<file path="config.mk">
export PLATFORM = sky130hd
export DESIGN_NAME = instruction_decode_pipe
export DESIGN_NICKNAME = d
export VERILOG_FILES = /design/src/rtl/decode_pkg.sv /design/src/rtl/regfile_bypass.sv /design/src/rtl/instruction_decode_pipe.sv
export SDC_FILE = /design/constraint.sdc
export NUM_CORES = 2
export LEC_CHECK = 0
export CORE_UTILIZATION = 28
export CTS_CLUSTER_DIAMETER = 50
export DETAILED_ROUTE_END_ITERATION = 16
export SYNTH_ARGS = -nofsm -noshare
export SYNTH_HDL_FRONTEND = slang
export SYNTH_HIERARCHICAL = 1
export SYNTH_SLANG_ARGS = --single-unit
</file>
<file path="constraint.sdc">
create_clock -name clk -period 4.8 [get_ports clk]
set_input_delay 0.72 -clock clk [delete_from_list [all_inputs] [get_ports clk]]
set_output_delay 0.72 -clock clk [all_outputs]
set_load 0.01 [all_outputs]
</file>
<file path="src/rtl/decode_pkg.sv">
// Shared decode definitions for the MIPS ID stage: opcodes, ALU ops and the control bundle.
package decode_pkg;

    localparam logic [5:0] OP_RTYPE = 6'h00;
    localparam logic [5:0] OP_J     = 6'h02;
    localparam logic [5:0] OP_JAL   = 6'h03;
    localparam logic [5:0] OP_BEQ   = 6'h04;
    localparam logic [5:0] OP_BNE   = 6'h05;
    localparam logic [5:0] OP_BLEZ  = 6'h06;
    localparam logic [5:0] OP_BGTZ  = 6'h07;
    localparam logic [5:0] OP_ADDI  = 6'h08;
    localparam logic [5:0] OP_LW    = 6'h23;
    localparam logic [5:0] OP_SW    = 6'h2B;

    localparam logic [5:0] FN_JR    = 6'h08;
    localparam logic [5:0] FN_JALR  = 6'h09;
    localparam logic [5:0] FN_ADD   = 6'h20;
    localparam logic [5:0] FN_SUB   = 6'h22;
    localparam logic [5:0] FN_AND   = 6'h24;
    localparam logic [5:0] FN_OR    = 6'h25;
    localparam logic [5:0] FN_SLT   = 6'h2A;

    typedef enum logic [3:0] {
        ALU_ADD  = 4'd0,
        ALU_SUB  = 4'd1,
        ALU_AND  = 4'd2,
        ALU_OR   = 4'd3,
        ALU_SLT  = 4'd4,
        ALU_PASS = 4'd5
    } alu_op_e;

    typedef enum logic [2:0] {
        BR_NONE = 3'd0,
        BR_EQ   = 3'd1,
        BR_NE   = 3'd2,
        BR_LEZ  = 3'd3,
        BR_GTZ  = 3'd4
    } branch_e;

    typedef enum logic [1:0] {
        JMP_NONE = 2'd0,
        JMP_IMM  = 2'd1,
        JMP_REG  = 2'd2
    } jump_e;

    typedef struct packed {
        logic    reg_write;
        logic    mem_to_reg;
        logic    mem_read;
        logic    mem_write;
        logic    alu_src;
        logic    reg_dst;
        logic    link;
        logic    uses_rs;
        logic    uses_rt;
        alu_op_e alu_op;
        branch_e branch;
        jump_e   jump;
    } ctrl_t;

    // Link register is the top entry of a 2^w-deep register file.
    function automatic int unsigned link_reg(input int unsigned w);
        return (32'd1 << w) - 32'd1;
    endfunction

endpackage

</file>
<file path="src/rtl/regfile_bypass.sv">
// 2^W x B register file: r0 hardwired to zero, synchronous write, combinational write-through read.
module regfile_bypass #(
    parameter int unsigned W = 5,
    parameter int unsigned B = 32
) (
    input  logic         clk,
    input  logic         reset,
    input  logic         we,
    input  logic [W-1:0] waddr,
    input  logic [B-1:0] wdata,
    input  logic [W-1:0] raddr1,
    input  logic [W-1:0] raddr2,
    output logic [B-1:0] rdata1_c,
    output logic [B-1:0] rdata2_c
);

    localparam int unsigned DEPTH = 1 << W;

    logic [B-1:0] mem [DEPTH];

    always_ff @(posedge clk) begin
        if (reset) begin
            for (int unsigned i = 0; i < DEPTH; i++) begin
                mem[i] <= '0;
            end
        end else if (we && (waddr != '0)) begin
            mem[waddr] <= wdata;
        end
    end

    always_comb begin
        rdata1_c = mem[raddr1];
        rdata2_c = mem[raddr2];
        if (we && (waddr == raddr1)) rdata1_c = wdata;
        if (we && (waddr == raddr2)) rdata2_c = wdata;
        if (raddr1 == '0) rdata1_c = '0;
        if (raddr2 == '0) rdata2_c = '0;
    end

endmodule

</file>
<file path="src/rtl/instruction_decode_pipe.sv">
// MIPS ID stage: decode, register read, branch/jump resolution in ID, hazard stalls and the ID/EX register.
module instruction_decode_pipe #(
    parameter int unsigned B  = 32,
    parameter int unsigned W  = 5,
    parameter int unsigned SC = 16
) (
    input  logic          clk,
    input  logic          reset,
    input  logic          if_valid,
    input  logic [B-1:0]  instruction,
    input  logic [B-1:0]  pc_incrementado,
    input  logic          wb_RegWrite,
    input  logic [W-1:0]  wb_address,
    input  logic [B-1:0]  wb_data,
    input  logic          mem_RegWrite,
    input  logic          mem_MemRead,
    input  logic [W-1:0]  mem_rd,
    input  logic [B-1:0]  mem_result,
    output logic          stall_if,
    output logic          pc_redirect,
    output logic [B-1:0]  pc_target,
    output logic          ex_valid,
    output logic          ex_RegWrite,
    output logic          ex_MemtoReg,
    output logic          ex_MemRead,
    output logic          ex_MemWrite,
    output logic          ex_ALUSrc,
    output logic [3:0]    ex_ALUOp,
    output logic [B-1:0]  ex_data1,
    output logic [B-1:0]  ex_data2,
    output logic [B-1:0]  ex_imm,
    output logic [W-1:0]  ex_rs,
    output logic [W-1:0]  ex_rt,
    output logic [W-1:0]  ex_rd,
    output logic [SC-1:0] stall_count
);
    import decode_pkg::*;

    logic [5:0]   opcode, funct;
    logic [W-1:0] rs, rt, rd, dest;
    logic [B-1:0] imm, rf_data1, rf_data2, op_a, op_b;
    ctrl_t        ctrl;
    logic         rs_ex_hit, rt_ex_hit, rs_mem_hit, rt_mem_hit;
    logic         br_rs_needed, br_rt_needed, br_stall, load_use, hazard, taken;
    logic         unused_shamt;

    assign opcode       = instruction[31:26];
    assign funct        = instruction[5:0];
    assign rs           = W'(instruction[25:21]);
    assign rt           = W'(instruction[20:16]);
    assign rd           = W'(instruction[15:11]);
    assign imm          = {{(B-16){instruction[15]}}, instruction[15:0]};
    assign unused_shamt = ^instruction[10:6];

    regfile_bypass #(.W(W), .B(B)) u_regfile (
        .clk      (clk),
        .reset    (reset),
        .we       (wb_RegWrite),
        .waddr    (wb_address),
        .wdata    (wb_data),
        .raddr1   (rs),
        .raddr2   (rt),
        .rdata1_c (rf_data1),
        .rdata2_c (rf_data2)
    );

    // Control decode; unsupported encodings fall through as an all-zero NOP.
    always_comb begin
        ctrl = '0;
        case (opcode)
            OP_RTYPE: begin
                ctrl.uses_rs = 1'b1;
                ctrl.uses_rt = 1'b1;
                case (funct)
                    FN_ADD:  begin ctrl.reg_write = 1'b1; ctrl.reg_dst = 1'b1; ctrl.alu_op = ALU_ADD; end
                    FN_SUB:  begin ctrl.reg_write = 1'b1; ctrl.reg_dst = 1'b1; ctrl.alu_op = ALU_SUB; end
                    FN_AND:  begin ctrl.reg_write = 1'b1; ctrl.reg_dst = 1'b1; ctrl.alu_op = ALU_AND; end
                    FN_OR:   begin ctrl.reg_write = 1'b1; ctrl.reg_dst = 1'b1; ctrl.alu_op = ALU_OR;  end
                    FN_SLT:  begin ctrl.reg_write = 1'b1; ctrl.reg_dst = 1'b1; ctrl.alu_op = ALU_SLT; end
                    FN_JR:   begin ctrl.jump = JMP_REG; ctrl.alu_op = ALU_PASS; end
                    FN_JALR: begin
                        ctrl.jump      = JMP_REG;
                        ctrl.reg_write = 1'b1;
                        ctrl.reg_dst   = 1'b1;
                        ctrl.link      = 1'b1;
                    end
                    default: begin ctrl.uses_rs = 1'b0; ctrl.uses_rt = 1'b0; end
                endcase
            end
            OP_ADDI: begin ctrl.reg_write = 1'b1; ctrl.alu_src = 1'b1; ctrl.uses_rs = 1'b1; end
            OP_LW: begin
                ctrl.reg_write  = 1'b1;
                ctrl.mem_to_reg = 1'b1;
                ctrl.mem_read   = 1'b1;
                ctrl.alu_src    = 1'b1;
                ctrl.uses_rs    = 1'b1;
            end
            OP_SW: begin
                ctrl.mem_write = 1'b1;
                ctrl.alu_src   = 1'b1;
                ctrl.uses_rs   = 1'b1;
                ctrl.uses_rt   = 1'b1;
            end
            OP_BEQ:  begin ctrl.branch = BR_EQ;  ctrl.uses_rs = 1'b1; ctrl.uses_rt = 1'b1; ctrl.alu_op = ALU_SUB; end
            OP_BNE:  begin ctrl.branch = BR_NE;  ctrl.uses_rs = 1'b1; ctrl.uses_rt = 1'b1; ctrl.alu_op = ALU_SUB; end
            OP_BLEZ: begin ctrl.branch = BR_LEZ; ctrl.uses_rs = 1'b1; ctrl.alu_op = ALU_PASS; end
            OP_BGTZ: begin ctrl.branch = BR_GTZ; ctrl.uses_rs = 1'b1; ctrl.alu_op = ALU_PASS; end
            OP_J:    begin ctrl.jump = JMP_IMM; ctrl.alu_op = ALU_PASS; end
            OP_JAL:  begin ctrl.jump = JMP_IMM; ctrl.reg_write = 1'b1; ctrl.link = 1'b1; end
            default: ;
        endcase
    end

    // Dependencies on EX and MEM producers; WB is covered by the register file bypass.
    assign rs_ex_hit  = ex_RegWrite && (ex_rd != '0) && (rs == ex_rd);
    assign rt_ex_hit  = ex_RegWrite && (ex_rd != '0) && (rt == ex_rd);
    assign rs_mem_hit = mem_RegWrite && (mem_rd != '0) && (rs == mem_rd);
    assign rt_mem_hit = mem_RegWrite && (mem_rd != '0) && (rt == mem_rd);

    assign br_rs_needed = (ctrl.branch != BR_NONE) || (ctrl.jump == JMP_REG);
    assign br_rt_needed = (ctrl.branch == BR_EQ) || (ctrl.branch == BR_NE);

    assign br_stall = (br_rs_needed && (rs_ex_hit || (rs_mem_hit && mem_MemRead)))
                   || (br_rt_needed && (rt_ex_hit || (rt_mem_hit && mem_MemRead)));

    assign load_use = ex_MemRead && (ex_rd != '0)
                   && ((ctrl.uses_rs && (rs == ex_rd)) || (ctrl.uses_rt && (rt == ex_rd)));

    assign hazard   = br_stall || load_use;
    assign stall_if = if_valid && hazard;

    assign op_a = rs_mem_hit ? mem_result : rf_data1;
    assign op_b = rt_mem_hit ? mem_result : rf_data2;

    always_comb begin
        taken = 1'b0;
        case (ctrl.branch)
            BR_EQ:   taken = (op_a == op_b);
            BR_NE:   taken = (op_a != op_b);
            BR_LEZ:  taken = op_a[B-1] || (op_a == '0);
            BR_GTZ:  taken = !op_a[B-1] && (op_a != '0);
            default: taken = 1'b0;
        endcase
    end

    always_comb begin
        pc_target = B'(pc_incrementado + B'(imm << 2));
        if (ctrl.jump == JMP_IMM) pc_target = {pc_incrementado[B-1:28], instruction[25:0], 2'b00};
        if (ctrl.jump == JMP_REG) pc_target = op_a;
    end

    assign pc_redirect = if_valid && !stall_if && (taken || (ctrl.jump != JMP_NONE));

    always_comb begin
        dest = ctrl.reg_dst ? rd : rt;
        if (ctrl.link && (ctrl.jump == JMP_IMM)) dest = W'(link_reg(W));
        if (!ctrl.reg_write) dest = '0;
    end

    // ID/EX register; a bubble clears every field.
    always_ff @(posedge clk) begin
        if (reset || !if_valid || stall_if) begin
            ex_valid    <= 1'b0;
            ex_RegWrite <= 1'b0;
            ex_MemtoReg <= 1'b0;
            ex_MemRead  <= 1'b0;
            ex_MemWrite <= 1'b0;
            ex_ALUSrc   <= 1'b0;
            ex_ALUOp    <= '0;
            ex_data1    <= '0;
            ex_data2    <= '0;
            ex_imm      <= '0;
            ex_rs       <= '0;
            ex_rt       <= '0;
            ex_rd       <= '0;
        end else begin
            ex_valid    <= 1'b1;
            ex_RegWrite <= ctrl.reg_write;
            ex_MemtoReg <= ctrl.mem_to_reg;
            ex_MemRead  <= ctrl.mem_read;
            ex_MemWrite <= ctrl.mem_write;
            ex_ALUSrc   <= ctrl.alu_src;
            ex_ALUOp    <= ctrl.alu_op;
            ex_data1    <= ctrl.link ? pc_incrementado : rf_data1;
            ex_data2    <= ctrl.link ? B'(4) : rf_data2;
            ex_imm      <= imm;
            ex_rs       <= rs;
            ex_rt       <= rt;
            ex_rd       <= dest;
        end
    end

    always_ff @(posedge clk) begin
        if (reset) begin
            stall_count <= '0;
        end else if (stall_if && (stall_count != '1)) begin
            stall_count <= stall_count + SC'(1);
        end
    end

endmodule

</file>
== Word level (Yosys, flattened, before mapping) ==
Memory sizes are Yosys's and may differ from the RTL's.
Cells that the tools add are included.

* Flip-flop bits (word level): 121
* Bits of input ports: 144
* Bits in writable memories: 1024
* Memories: 1

* Bitwise gates (word level): 1
* $add $sub $neg: 2
* Eq/ne operators: 31
* Reductions and logical operators: 60
* Multiplexer cells: 38

{| class="wikitable"
|+ Memory list
! name !! words !! width !! rd ports !! clocked after memory_dff !! wr ports !! line !! text
|-
| u_regfile.mem || 32 || 32 || 2 || 0 || 32 || regfile_bypass.sv:19 || <nowiki>logic [B-1:0] mem [DEPTH];</nowiki>
|}

{| class="wikitable"
|+ Operators with widths
! kind !! count
|-
| 2-to-1 mux 32 bit || 10
|-
| == test 6 bit (second input constant) || 7
|-
| adder 32 bit || 1
|-
| == test 32 bit || 1
|-
| logical NOT 32 bit || 1
|-
| inequality test 32 bit || 1
|-
| nonzero test 32 bit || 1
|-
| OR reduction 32 bit || 1
|-
| == test 5 bit || 6
|-
| == test 6 x 3 -> 1 bit (second input constant) || 4
|-
| logical AND 1 bit || 23
|-
| == test 6 x 4 -> 1 bit (second input constant) || 3
|-
| adder 16 x 1 -> 16 bit (second input constant) || 1
|-
| inequality test 16 bit (second input constant) || 1
|-
| 2-to-1 mux 5 bit || 3
|-
| case mux 3 bit (5 select lines) || 1
|-
| nonzero test 5 bit || 3
|-
| OR reduction 7 bit || 2
|-
| == test 6 x 2 -> 1 bit (second input constant) || 2
|-
| 2-to-1 mux 1 bit || 12
|-
| case mux 3 bit (4 select lines) || 1
|-
| case mux 4 bit (3 select lines) || 1
|-
| OR reduction 3 bit || 4
|-
| logical OR 1 bit || 11
|-
| other kinds (18) || 31
|}

== Longest topological paths before layout ==
* Depth after elaboration: 13
* Depth in mapped cells: 17
* Mapped depth without buffers: 13

== Cells and area by module ==
The synthesis kept the hierarchy.

{| class="wikitable"
|+ By module, submodules not included
! module !! sequential area each (µm²) !! area an instance (µm²) !! cells each !! instances
|-
| regfile_bypass || 30749.5 || 54722.5 || 3740 || 1
|-
| instruction_decode_pipe || 2382.3 || 8864.8 || 1146 || 1
|}

== Least setup slack after synthesis ==
Ideal clock, no wire load.

* Path type: input-to-output
* Start: input instruction[21]
* End: output pc_redirect
* Buffers on the path: 4
* Cell stages on the path: 16
* Data required time: 4.080 ns
* Data arrival time: 3.841 ns
* Path slack: 0.239 ns
* Cells stage by stage: buf_2 buf_4 buf_4 buf_2 mux2i_1 o22ai_1 a2111oi_0 a21oi_1 a22o_1 xor2_1 nor3_1 a211oi_1 a2111o_1 nor4_2 a21oi_1 nand3b_1

* Elaborated cells between the ends (all ways): 32
* Classes of those cells: eq/ne: 5; mux: 4; reduce/logical: 22; memory: 1

{| class="wikitable"
|+ RTL lines
! element !! line !! text
|-
| from (decl) || instruction_decode_pipe.sv:10 || <nowiki>input logic [B-1:0] instruction,</nowiki>
|-
| branches (longest 3 deep; another with memory (32 x 32 bit)) || n/a ||
|-
| 2-to-1 mux 32 bit * || regfile_bypass.sv:36 || <nowiki>if (raddr1 == '0) rdata1_c = '0;</nowiki>
|-
| via rf_data1[2] || instruction_decode_pipe.sv:41 || <nowiki>logic [B-1:0] imm, rf_data1, rf_data2, op_a, op_b;</nowiki>
|-
| 2-to-1 mux 32 bit * || instruction_decode_pipe.sv:132 || <nowiki>assign op_a = rs_mem_hit ? mem_result : rf_data1;</nowiki>
|-
| nonzero test 32 bit or logical NOT 32 bit (tied branches) || instruction_decode_pipe.sv:141, instruction_decode_pipe.sv:140 ||
|-
| logical AND 1 bit or logical OR 1 bit (tied branches) || instruction_decode_pipe.sv:141, instruction_decode_pipe.sv:140 ||
|-
| case mux 1 bit (4 select lines) * || instruction_decode_pipe.sv:137 || <nowiki>case (ctrl.branch)</nowiki>
|-
| logical OR 1 bit * || instruction_decode_pipe.sv:152 || <nowiki>assign pc_redirect = if_valid && !stall_if && (taken || (ctrl.jump != JMP_NONE));</nowiki>
|-
| logical AND 1 bit * || instruction_decode_pipe.sv:152 ||
|-
| to (decl) || instruction_decode_pipe.sv:20 || <nowiki>output logic pc_redirect,</nowiki>
|}

Mark *: on every way through the listed nets, which the timed path passes.

== Worst setup path after layout ==
Same ends and word-level chain as after synthesis.

==> impl_metrics.env <==
export IMPL_nFillCells=21500
export IMPL_multi_input_area_mm2=0.0296
export IMPL_hpwl_mm=192
export IMPL_synth_flop_cell="edfxtp_1"
export IMPL_syn_inst=4886
export IMPL_die_y_um=479
export IMPL_skew_ns=0.0303
export IMPL_dieArea_mm2=0.229
export IMPL_cts_root_buf="clkbuf_16"
export IMPL_p_switching_mw=7.83
export IMPL_synth_compound_area_share=0.0934
export IMPL_p_sw_frac=0.283
export IMPL_path_clk_slew_ns=0.06
export IMPL_reg2reg_depth=10
export IMPL_power_mw=27.7
export IMPL_routed_via_density=5.72
export IMPL_vias=50500
export IMPL_yosysWarnings=6
export IMPL_synth_seq_area_share=0.521
export IMPL_clock_latency_ns=0.81
export IMPL_cts_inserted_buffers=141
export IMPL_grt_pass1_wl_mm=393
export IMPL_power_density_mw_per_mm2=335
export IMPL_setup_worst_path_class="primary input to primary output"
export IMPL_critPathLaunchType="primary input"
export IMPL_overflow=0
export IMPL_cp_max_fo=7
export IMPL_outcome="finished with violations"
export IMPL_die_w_um=479
export IMPL_synth_top_family_by_area="multiplexers"
export IMPL_syn_area_per_cell_um2=13.0
export IMPL_drv_cap=0
export IMPL_end_kind="primary output"
export IMPL_core_area_mm2=0.225
export IMPL_grt_setup_unrepaired="yes"
export IMPL_yosys_register_bits=1143
export IMPL_timing_slew_headroom=0.387
export IMPL_final_seq_area_mm2=0.0331
export IMPL_postRouteAntennaNets=0
export IMPL_startpoint="instruction[21]"
export IMPL_hold_viol=0
export IMPL_pwr_share_seq=0.421
export IMPL_syn2layout_area_growth_pct=29.9
export IMPL_drive_above_1_share=0.299
export IMPL_syn_cell_area_mm2=0.0636
export IMPL_cpMaxStageDelayCell="mux4_2"
export IMPL_track_usage=0.245
export IMPL_period_needed_ns=5.38
export IMPL_routabilityCongestion=0.964
export IMPL_max_slew_worst_pin_slew_ns=0.919
export IMPL_static_leakage_power_nw=30.2
export IMPL_grt_pass1_vias=49200
export IMPL_port_buffers=313
export IMPL_clk_path_buf_depth=3
export IMPL_synthMuxAreaShare=0.185
export IMPL_worst_slack_ns=-0.578
export IMPL_r2r_end="ex_imm[0]"
export IMPL_pwr_share_comb=0.191
export IMPL_setup_viol=2
export IMPL_rows=174
export IMPL_hold_class="primary input to flop"
export IMPL_antenna_found_initial=24
export IMPL_htreeDepth=4
export IMPL_crit_cells=18
export IMPL_post_synth_fa_ha_maj_area_fraction=0.00622
export IMPL_clock_sinks=1143
export IMPL_slew_violations=0
export IMPL_path_delay_family="compound AO/OA/AOI/OAI gates"
export IMPL_post_synth_xor_area_fraction=0.0127
export IMPL_fin_area_mm2=0.0826
export IMPL_dp_slack_ns=-1.68
export IMPL_path_common_cell="buf_16"
export IMPL_pwr_share_clk=0.389
export IMPL_synth_edf_count=1024
export IMPL_critical_path_endpoint="pc_redirect"
export IMPL_max_freq_mhz=186
export IMPL_violations="setup timing"
export IMPL_r2r_start="ex_rd[2]"
export IMPL_drc=0
export IMPL_p_int_mw=19.8
export IMPL_crit_required_ns=4.08
export IMPL_wl_per_cell_um=32.6
export IMPL_drt_first_pass_iters=10
export IMPL_period_share=1.12
export IMPL_drt_iter0_drc=7229
export IMPL_grt_max_degree=54
export IMPL_cpPeakStageDelay_ns=0.47
export IMPL_path_cells="buf_16 -> buf_12 -> buf_16 -> buf_4 -> mux4_2 -> a22o_1 -> a2111oi_1 -> a21oi_1 -> a22o_2 -> nor4_1 -> nand4_1 -> nor3_2 -> o21a_1 -> o21ai_1 -> nor3_1 -> o21ai_0 -> nand3b_1 -> buf_2"
export IMPL_synthSimpleGateAreaFrac=0.144
export IMPL_peakVddDrop_mv=0.409
export IMPL_async_flop_share=0
export IMPL_critPathBufInv=5
export IMPL_io_pins=315
export IMPL_nNetsFinal=5886
export IMPL_tns_ns=-0.601
export IMPL_cts_tree="built"
export IMPL_synth_cell_types=83
export IMPL_regToRegSetupSlack_ns=1.78
export IMPL_drt_total_wl_mm=288
export IMPL_start_util=0.282
export IMPL_place_area_mm2=0.0759
export IMPL_timing_critical_path_arrival_ns=4.66
export IMPL_hold_buffers=0
==> tightest hold or removal path: stages <==
cell,delay (ns)
dlymetal6s2s_1,0.15
nand2_1,0.06
a21oi_1,0.06
==> cells in the mapped netlist (43+ instances only) <==
cell type / instances / share of area
a211oi_1: 48 / 0.0057
a21oi_1: 164 / 0.013
a22o_1: 61 / 0.0084
a22oi_1: 138 / 0.016
and2_1: 1053 / 0.10
buf_2: 86 / 0.0068
buf_4: 46 / 0.0054
clkbuf_1: 335 / 0.020
dfxtp_1: 119 / 0.037
edfxtp_1: 1024 / 0.48
inv_1: 43 / 0.0025
mux2i_1: 295 / 0.046
mux4_2: 388 / 0.14
nand2_1: 190 / 0.011
nor2_1: 121 / 0.0071
o21ai_0: 45 / 0.0035
o221ai_1: 67 / 0.0092
o22ai_1: 48 / 0.0047
xnor2_1: 52 / 0.0072
==> area by class of cell <==
class,count,area share
diodes,8,0.000242
clock buffers,167,0.0451
repair buffers,1149,0.137
inverters,43,0.00195
well taps,2992,0.0453
clock inverters,91,0.0107
flip-flops and latches,1143,0.401
multi-input cells,3233,0.358
==> per-layer routing <==
metal  up-vias  track usage  routed length (um)
met5         -            0                  13
met4         2        0.136               18400
met3       840       0.0654               33900
met2      3669        0.384              129000
met1     25600        0.304              107000
li1      20300            -                   -
==> sequential cells by signal (all words and copies together) (netlist names) <==
register and flops:
ex_rd 5, ex_valid 1, u_regfile/mem 1024, ex_rt 5, stall_count 16, ex_data1 32, ex_ALUOp 3, ex_MemtoReg 1
ex_rs 5, ex_data2 32, ex_ALUSrc 1, ex_imm 16, ex_MemWrite 1, ex_RegWrite 1
==> power by group through the flow <==
stage | Sequential (mW) | Combinational (mW) | Clock (mW)
after CTS | 11.6 | 5.08 | 10.8
after floorplan | 11.7 | 2.23 | 0
after detailed placement | 11.8 | 4.83 | 0
after global routing | 11.7 | 5.40 | 11.2
after global placement | 11.8 | 4.81 | 0
final | 11.6 | 5.27 | 10.7
==> worst min-delay path by stage <==
stage	start	endpoint	slack [ns]	cells past startpoint
after floorplan	stall_count[8]	stall_count[8]	0.51	2
after global placement	stall_count[8]	stall_count[8]	0.50	2
after detailed placement	stall_count[8]	stall_count[8]	0.51	2
after CTS	pc_incrementado[17]	ex_data1[17]	0.44	3
after global routing	pc_incrementado[2]	ex_data1[2]	0.26	3
final	pc_incrementado[2]	ex_data1[2]	0.25	3
==> repair_timing <==
action	CTS	global route
resized for setup	266	63
setup buffers	45	12
pin swaps	76	35
gates cloned	10	0
endpoints found under the setup margin	33	18
==> stage by stage <==
| step | utilization | std cells | hold slack (ns) |
|---|---|---|---|
| 2_1_floorplan | - | 4917 | 0.510 |
| 6_report | 0.367 | 8826 | 0.249 |
| 5_1_grt | 0.366 | 8820 | 0.258 |
| 3_5_place_dp | 0.337 | 8497 | 0.514 |
| 4_1_cts | 0.365 | 8807 | 0.440 |
| 3_3_place_gp | 0.337 | 8496 | 0.504 |
==> logic make-up (layout without fill, tap and decap cells) <==
| logic type | count (synthesis) | after routing |
|---|---|---|
| xor+xnor | 92 | 92 |
| mux | 688 | 688 |
| buf+inv | 542 | 1450 |
| simple gates | 1584 | 1585 |
| flops | 1143 | 1143 |
| compound gates | 804 | 804 |
| fa+ha+maj | 31 | 31 |
| other cells | 2 | 41 |
==> layout by cell type (no fill, tap or decap), types with 33 or more instances in the layout <==
master	n
buf_4	682
a221o_1	34
and2_1	1053
a21oi_1	151
conb_1	33
o21ai_0	35
o22ai_1	47
nor3_1	36
clkbuf_16	145
mux4_2	388
buf_12	123
or2_2	33
mux2i_1	292
clkdlybuf4s50_1	272
xnor2_1	52
nor2_4	36
nand2_1	189
inv_1	43
o221ai_1	63
a22oi_1	124
nand3_1	33
xor2_1	38
dfxtp_1	119
edfxtp_1	1024
nor2_1	83
(Power assumes the default switching activity.)
